===== src/rtl/alu_div.sv =====
// 32-bit iterative divider covering DIV/DIVU/REM/REMU.
// Restoring shift-subtract, one quotient bit per clock, fixed 33-cycle latency.
module alu_div (
  input  logic        clk,
  input  logic        reset,
  input  logic        start,
  input  logic [31:0] A,
  input  logic [31:0] B,
  input  logic [1:0]  F,
  input  logic        flush,
  output logic        ready,
  output logic        valid,
  output logic [31:0] Y,
  output logic        Zero
);

  localparam int unsigned W  = 32;
  localparam int unsigned RW = W + 1;
  localparam int unsigned SW = W + 2;
  localparam int unsigned CW = 6;

  typedef enum logic [1:0] {
    IDLE = 2'd0,
    BUSY = 2'd1,
    FIX  = 2'd2,
    DONE = 2'd3
  } state_t;

  state_t state;
  state_t next_state;

  logic [CW-1:0] cnt;
  logic [W-1:0]  quo;
  logic [W-1:0]  dvs;
  logic [RW-1:0] rem;
  logic [W-1:0]  a_orig;
  logic [1:0]    op;
  logic          qneg;
  logic          rneg;
  logic          dz;
  logic          ovf;

  logic          ready_d;
  logic          valid_d;
  logic          accept;
  logic          step;
  logic          load_y;

  // Operand conditioning at acceptance; F[0]=1 selects unsigned, F[1]=1 selects remainder.
  logic          signed_op;
  logic [W-1:0]  a_mag;
  logic [W-1:0]  b_mag;
  logic          dz_in;
  logic          ovf_in;

  always_comb begin
    signed_op = ~F[0];
    a_mag     = (signed_op && A[W-1]) ? W'(-A) : A;
    b_mag     = (signed_op && B[W-1]) ? W'(-B) : B;
    dz_in     = (B == '0);
    ovf_in    = signed_op && (A == 32'h8000_0000) && (B == 32'hFFFF_FFFF);
  end

  // One restoring step: shift in the next dividend bit, subtract if it fits.
  logic [SW-1:0] shifted;
  logic [SW-1:0] trial;
  logic          fits;
  logic [RW-1:0] rem_next;

  always_comb begin
    shifted  = {rem, quo[W-1]};
    trial    = shifted - {2'b00, dvs};
    fits     = (shifted >= {2'b00, dvs});
    rem_next = fits ? RW'(trial) : RW'(shifted);
  end

  // Final sign fix-up and special-case selection.
  logic [W-1:0] q_fix;
  logic [W-1:0] r_fix;
  logic [W-1:0] result;

  always_comb begin
    q_fix = qneg ? W'(-quo) : quo;
    r_fix = rneg ? W'(-rem[W-1:0]) : rem[W-1:0];
    if (dz) begin
      result = op[1] ? a_orig : 32'hFFFF_FFFF;
    end else if (ovf) begin
      result = op[1] ? 32'h0000_0000 : 32'h8000_0000;
    end else begin
      result = op[1] ? r_fix : q_fix;
    end
  end

  // State register.
  always_ff @(posedge clk or posedge reset) begin
    if (reset) begin
      state <= IDLE;
    end else begin
      state <= next_state;
    end
  end

  // Next-state logic; flush overrides everything, including a same-edge start.
  always_comb begin
    next_state = state;
    if (flush) begin
      next_state = IDLE;
    end else begin
      unique case (state)
        IDLE: if (start) next_state = BUSY;
        BUSY: if (cnt == CW'(W - 1)) next_state = FIX;
        FIX:  next_state = DONE;
        DONE: next_state = IDLE;
        default: next_state = IDLE;
      endcase
    end
  end

  // Output/control decode.
  always_comb begin
    ready_d = (next_state == IDLE);
    valid_d = (next_state == DONE);
    accept  = (state == IDLE) && (next_state == BUSY);
    step    = (state == BUSY) && !flush;
    load_y  = (state == FIX) && (next_state == DONE);
  end

  // Registered handshake outputs.
  always_ff @(posedge clk or posedge reset) begin
    if (reset) begin
      ready <= 1'b1;
      valid <= 1'b0;
    end else begin
      ready <= ready_d;
      valid <= valid_d;
    end
  end

  // Datapath: operand capture and iteration.
  always_ff @(posedge clk or posedge reset) begin
    if (reset) begin
      cnt    <= '0;
      quo    <= '0;
      dvs    <= '0;
      rem    <= '0;
      a_orig <= '0;
      op     <= '0;
      qneg   <= 1'b0;
      rneg   <= 1'b0;
      dz     <= 1'b0;
      ovf    <= 1'b0;
    end else if (accept) begin
      cnt    <= '0;
      quo    <= a_mag;
      dvs    <= b_mag;
      rem    <= '0;
      a_orig <= A;
      op     <= F;
      qneg   <= signed_op & (A[W-1] ^ B[W-1]);
      rneg   <= signed_op & A[W-1];
      dz     <= dz_in;
      ovf    <= ovf_in;
    end else if (step) begin
      cnt    <= cnt + CW'(1);
      quo    <= {quo[W-2:0], fits};
      rem    <= rem_next;
    end
  end

  // Result register holds until the next completion or reset.
  always_ff @(posedge clk or posedge reset) begin
    if (reset) begin
      Y <= '0;
    end else if (load_y) begin
      Y <= result;
    end
  end

  assign Zero = (Y == '0);

endmodule


===== config.mk =====
export PLATFORM = sky130hd
export DESIGN_NAME = alu_div
export DESIGN_NICKNAME = d
export VERILOG_FILES = /design/src/rtl/alu_div.sv
export SDC_FILE = /design/constraint.sdc
export NUM_CORES = 1
export LEC_CHECK = 0
export CAP_MARGIN = 10
export CORE_ASPECT_RATIO = 1.5
export CORE_MARGIN = 2
export CORE_UTILIZATION = 59
export DETAILED_ROUTE_END_ITERATION = 16
export PLACE_DENSITY = 0.87
export SLEW_MARGIN = 30
export SYNTH_ARGS = -nofsm -noshare
export SYNTH_HDL_FRONTEND = slang
export SYNTH_SLANG_ARGS = --single-unit

===== constraint.sdc =====
create_clock -name clk -period 7.44 [get_ports clk]
set_input_delay 1.116 -clock clk [delete_from_list [all_inputs] [get_ports clk]]
set_output_delay 1.116 -clock clk [all_outputs]
set_load 0.02 [all_outputs]

==> results.txt, run 1 <==
Outcome -> complete, no violations
Clk sinks -> 176
Most common cell in the synthesized netlist -> nand2_1
Total congestion overflow -> 0
Die X -> 122.4 um
Ys flop type -> dfrtp_1
Detailed-route via count -> 12150
Hold slack -> 0.4800 ns
Ys async rst share -> 100.0%
Top cell type's share of synthesized area -> 35.31%
Detail Placement HPWL -> 27.19 mm
Hold_sp -> a_orig[30]
Gr usage total -> 34.33%
Clk slew on worst S/H paths -> 0.07 ns
CTS tree -> done
DRC -> 0
Fin. Hold Viols -> 0
Worst r2r src -> quo[31]
Ant diodes -> 0
Core ar. -> 0.02082 mm^2
Sequential area share after synthesis -> 35.52%
Post-DRT Antenna Nets -> 0
Pre-CTS WS -> 3.082 ns
Final setup fails -> 0
Crit path max fanout -> 6
Total CTS buffers -> 17
EDFF count, synth -> 0
Non-Filler Instances -> 1903
Final setup margin -> 3.446 ns
Yosys cell types -> 66
Post_cts resized -> 0
Crit end category -> flip-flop
Reg2Reg Capture Point -> rem[24]
Setup TNS -> 0 ns
Detailed Route Iter0 Violations -> 1456
GPL Wtd Cong -> 0.9750
Layout cells sized above 1 -> 4.281%
Synth warn -> 0
WL final -> 37.87 mm
Worst EP required -> 7.76 ns
Crit path time final -> 3.994 ns
Final Max Tran Viols -> 0
Ports -> 105
Placed Instances -> 1871
Largest net degree at the start of global routing -> 105
Vias in the first global route -> 11610
Rel. slew slack -> 35.90%
Mapped cell area -> 0.01240 mm^2
CP Class -> in -> reg
Max Clk Rate -> 250.4 MHz
DRT Pass-1 Iters -> 6
RSZ-0062 raised after global routing -> false
Max cap viols -> 0
Final period utilization -> 53.69%
Power Density -> 335.8 mW/mm^2
Post-cts hold buffer count -> 0
Worst Reg-to-Reg Cells -> 14
Measured slew at the worst slew-check pin -> 0.9615 ns
Cells after Synth -> 1584
IO Port Bufs -> 104
# nets final -> 1731
R2R Setup Slk -> 3.68 ns
Synth top cells by count -> nand2_1, dfrtp_1, o21ai_0
Cell row count -> 65
Synth Net Count -> 1693
Max VDD drop -> 0.2731 mV
Post-CTS Setup Inserts -> 0
Area contributors post-synth -> dfrtp_1, nand2_1, o21ai_0
Die area -> 0.02222 mm^2
Hold Path Stages -> 2
Final Power -> 4740 uW
Area grow syn2layout -> 13.80%
Arr. time, crit path -> 4.31 ns
Fillcell total -> 1710
Initial antenna violation count -> 0
Layout Skew -> 0.008492 ns
Avg Cell Area, Syn -> 7.829 um^2
Leakage -> 0.006005 uW
#FFs+latches synth -> 176
Clock Latency Late Sink -> 0.47 ns
Worst Hold Path EP -> a_orig[30]
Clock root buffer -> clkbuf_16
Routed len/inst -> 19.90 um
Seq. cell area -> 0.004408 mm^2
Chip height -> 181.6 um
Maximum clock path buffer count -> 2
Area leader, netlist -> dfrtp_1
Initial core utilization -> 59.57%
First-pass GRT wire length -> 59.39 mm
Htree depth -> 4
Worst min path class -> reg -> reg
Critical path launch point type -> primary input
Multi-input gate area -> 0.007458 mm^2
Via density -> 6.383
==> power breakdown <==
part	internal, uW	switching, uW
combinational	974	1420
sequential	1150	303
clock	474	418
total	2600	2140
==> layer usage <==
layer,global-route usage [%],share of wire (%)
met5,0,0
met1,37.97,35
met4,25.89,8.4
met2,57.56,49
met3,6.313,7.1
==> worst max path at each step <==
stage                     cells after the start  startpoint       to  slack (ns)
after floorplan                               1       reset     Y[0]        1.55
after global placement                       10        B[8]  dvs[29]        3.11
after detailed placement                     10        B[6]  dvs[29]        3.08
after CTS                                    10        B[6]  dvs[29]        3.53
after global routing                         10        B[6]  dvs[27]        3.29
final                                        10        B[8]  dvs[29]        3.45
==> cell type report <==
type / count / area share, %
Timing Repair Buffer: 117 / 8.094
Inverter: 51 / 1.410
Sequential cell: 176 / 31.23
Clock buffer: 18 / 3.112
Multi-Input combinational cell: 1259 / 52.85
Clock inverter: 14 / 0.9309
Tap cell: 268 / 2.376
==> per-stage QoR <==
step | cell area (um^2) | utilization, %
2_1_floorplan | 12400 | -
3_3_place_gp | 13530 | 64.96
3_5_place_dp | 13530 | 64.99
4_1_cts | 14100 | 67.73
5_1_grt | 14110 | 67.79
6_report | 14110 | 67.79
==> cells in the final DEF (no fill, tap or decap), types with 26 or more instances in the layout <==
| cell type | instances |
|---|---|
| o21ai_0 | 160 |
| a21oi_1 | 81 |
| nor2_1 | 117 |
| xor2_1 | 76 |
| a31oi_1 | 38 |
| nand2_1 | 319 |
| nor3_1 | 26 |
| dfrtp_1 | 173 |
| xnor2_1 | 68 |
| clkdlybuf4s50_1 | 104 |
| nand4_1 | 27 |
| ha_1 | 38 |
| inv_1 | 48 |
==> sequential cells by signal (all words and copies together) (netlist names) <==
register,flops
Y,32
dz,1
ready,1
state,2
dvs,32
rem,33
a_orig,32
quo,32
qneg,1
ovf,1
cnt,6
op,1
valid,1
rneg,1
==> critical path: stages <==
cell and delay [ns]:
clkdlybuf4s50_1 0.49, nor4_1 0.55, nor3b_1 0.30, nand3_1 0.12, nor4_1 0.73, nand2_1 0.17
nor4_1 0.45, a21oi_1 0.15, xnor2_1 0.16, o21ai_0 0.08
==> cells by family after synthesis <==
kind of cell / share of synthesized area [%]
AOI/OAI and AO/OA: 21.36
DFF: 35.52
xor gates and xnor gates: 10.17
adders and majority gates: 3.995
and+or+nand+nor: 22.23
muxes: 2.139
buffers and inverters: 4.590
No activity file was read; power rests on OpenSTA's default activity.
==> run 2: changes to the inputs <==
--- a/config.mk
+++ b/config.mk
@@ -8,9 +8,9 @@
 export CAP_MARGIN = 10
 export CORE_ASPECT_RATIO = 1.5
 export CORE_MARGIN = 2
-export CORE_UTILIZATION = 59
+export CORE_UTILIZATION = 54
 export DETAILED_ROUTE_END_ITERATION = 16
-export PLACE_DENSITY = 0.87
+export PLACE_DENSITY = 0.84
 export SLEW_MARGIN = 30
 export SYNTH_ARGS = -nofsm -noshare
 export SYNTH_HDL_FRONTEND = slang
==> constraint.sdc (replaced) <==
create_clock -name clk -period 3.31 [get_ports clk]
set_input_delay 0.4965 -clock clk [delete_from_list [all_inputs] [get_ports clk]]
set_output_delay 0.4965 -clock clk [all_outputs]
set_load 0.02 [all_outputs]
==> run 2 against run 1 <==
Sequential power up 120%. Clock skew up 0.0048 ns. Die area up 9.0%. Clock power up 130%. Utilization down 2.2 points. Cell count up 3.8%. Critical path depth unchanged. Combinational power up 150%. First-iteration DRC count down 20%. Hold slack worse by 0.026 ns. Non-clock buffer count up 65. Largest power group unchanged. Highest routed layer unchanged.
==> results.txt, run 2 (synthesis gave the netlist of run 1 again) <==
Outcome -> complete, no violations (unchanged)
Leakage -> 0.006362 uW (was 0.006005 uW)
Ant diodes -> 0 (unchanged)
Commonest non-fill, non-tap cell in the layout -> nand2_1 (unchanged)
Total CTS buffers -> 17 (unchanged)
Maximum clock path buffer count -> 2 (unchanged)
Via density -> 6.317 (was 6.383)
Vias in the first global route -> 12220 (was 11610)
Detailed-route via count -> 12480 (was 12150)
Routed wl met3 -> 2.465 mm (was 2.681 mm)
Worst Reg-to-Reg Cells -> 10 (was 14)
Cell Int Power -> 6175 uW (was 2596 uW)
WL final -> 39.95 mm (was 37.87 mm)
Max Clk Rate -> 318.3 MHz
First-pass GRT wire length -> 63.87 mm (was 59.39 mm)
Final setup fails -> 0 (unchanged)
Post-CTS Setup Inserts -> 0 (unchanged)
Critical path launch point type -> flip-flop (was primary input)
Final instance area -> 0.01474 mm^2 (was 0.01411 mm^2)
Worst EP required -> 3.64 ns (was 7.76 ns)
Final period utilization -> 94.91%
Layout Skew -> 0.01325 ns (was 0.008492 ns)
Ports -> 105 (unchanged)
Part of the power in registers -> 28.7% (was 30.6%)
Measured slew at the worst slew-check pin -> 0.9853 ns (was 0.9615 ns)
Crit path max fanout -> 4 (was 6)
Non-Filler Instances -> 1976 (was 1903)
Die X -> 127.7 um (was 122.4 um)
Met1 wire length -> 14.53 mm (was 13.42 mm)
DRC -> 0 (unchanged)
Final setup margin -> 0.1686 ns (was 3.446 ns)
Setup TNS -> 0 ns (unchanged)
Crit end category -> flip-flop (unchanged)
Hold slack -> 0.4539 ns (was 0.4800 ns)
Arr. time, crit path -> 3.47 ns (was 4.31 ns)
Routed len/inst -> 20.22 um (was 19.90 um)
Core ar. -> 0.02247 mm^2 (was 0.02082 mm^2)
Clock Power Share -> 18.6% (was 18.8%)
GPL Wtd Cong -> 1.045 (was 0.9750)
Crit path time final -> 3.141 ns
Max VDD drop -> 0.5349 mV (was 0.2731 mV)
IO Port Bufs -> 104 (unchanged)
Clk sinks -> 176 (unchanged)
R2R Setup Slk -> 0.17 ns (was 3.68 ns)
Worst min path class -> in -> async (was reg -> reg)
Initial antenna violation count -> 0 (unchanged)
Cell row count -> 67 (was 65)
CP Class -> reg -> reg (was in -> reg)
Rel. slew slack -> 34.32% (was 35.90%)
Chip height -> 189.6 um (was 181.6 um)
Top sig layer -> met4 (unchanged)
Largest Register -> rem (unchanged)
# nets final -> 1796 (was 1731)
DP Area -> 0.01412 mm^2 (was 0.01353 mm^2)
Comb pwr share -> 52.8% (was 50.6%)
Switching fraction of total power -> 44.67% (was 45.23%)
Max cap viols -> 0 (unchanged)
P_sw -> 4984 uW (was 2144 uW)
Fin. Hold Viols -> 0 (unchanged)
Detailed Route Iter0 Violations -> 1161 (was 1456)
Post-DRT Antenna Nets -> 0 (unchanged)
Clock root buffer -> clkbuf_16 (unchanged)
DRT Pass-1 Iters -> 5 (was 6)
Detail Placement HPWL -> 29.90 mm (was 27.19 mm)
CTS tree -> done (unchanged)
Final Max Tran Viols -> 0 (unchanged)
Clk slew on worst S/H paths -> 0.08 ns (was 0.07 ns)
Die area -> 0.02422 mm^2 (was 0.02222 mm^2)
Initial core utilization -> 55.20% (was 59.57%)
Total congestion overflow -> 0 (unchanged)
Area grow syn2layout -> 18.82% (was 13.80%)
Placed Instances -> 1944 (was 1871)
Clock Latency Late Sink -> 0.46 ns (was 0.47 ns)
Layout cells sized above 1 -> 8.118% (was 4.281%)
RSZ-0062 raised after global routing -> false (unchanged)
Largest net degree at the start of global routing -> 68 (was 105)
Gr usage total -> 33.65% (was 34.33%)
Detail Route met2 WL -> 19.60 mm (was 18.57 mm)
Power Density -> 757.3 mW/mm^2 (was 335.8 mW/mm^2)
Max reg flops -> 33 (unchanged)
Pre-CTS WS -> 0.04396 ns (was 3.082 ns)
Htree depth -> 4 (unchanged)
Most frequent cells in the layout -> nand2_1, dfrtp_1, o21ai_0, nor2_1, clkdlybuf4s50_1 (unchanged)
## run 2: timing repair
item / in CTS / in global routing
hold buffers: 0 / 0
gates resized for setup: 0 / 6
endpoints found under the setup margin: 0 / 6
## run 2: final timing paths
check | from | end
worst max-delay path | rem[15] | Y[31]
worst min-delay path | reset | a_orig[14]
worst max register to register | rem[15] | Y[31]
worst min register to register | dvs[18] | dvs[18]
max in group asynchronous | reset | a_orig[27]
min in group clk | dvs[18] | dvs[18]
## run 2: power groups by stage
| stage | Sequential, uW | Combinational (uW) | Clock [uW] |
|---|---|---|---|
| after global routing | 3250 | 6450 | 2160 |
| final | 3200 | 5890 | 2070 |
| after detailed placement | 3200 | 5720 | 0 |
| after CTS | 3170 | 5760 | 2070 |
| after global placement | 3180 | 5610 | 0 |
| after floorplan | 3020 | 3990 | 0 |
## run 2: final cells by class
type / instances / area (um^2)
Fill cell: 1879 / 7731
Multi-Input combinational cell: 1259 / 7470
Sequential cell: 176 / 4408
Timing Repair Buffer: 182 / 1727
Clock buffer: 17 / 425.4
Tap cell: 276 / 345.3
Inverter: 51 / 195.2
Clock inverter: 15 / 165.2
## run 2: per-layer routing
layer | up-vias | track usage [%]
li1 | 5792 | -
met4 | 0 | 24.68
met3 | 192 | 5.906
met2 | 592 | 57.26
met5 | - | 0
met1 | 5907 | 37.50
## run 2: critical path, cell delays in order, from the launching register on
cell and delay (ns):
dfrtp_1 0.40, or4_1 0.61, nor4_1 0.37, nand3_1 0.16
or2_2 0.36, nor4_1 0.26, buf_4 0.17, mux2i_1 0.17
nor3_1 0.06, a2111oi_1 0.38, nor3_2 0.07
## run 2: per-stage QoR
stage               total power (uW)  util [%]
floorplan                       7018         -
global placement                8790     62.86
detailed placement              8920     62.86
CTS                            11000     65.49
global route                   11860     65.59
finish                         11160     65.59
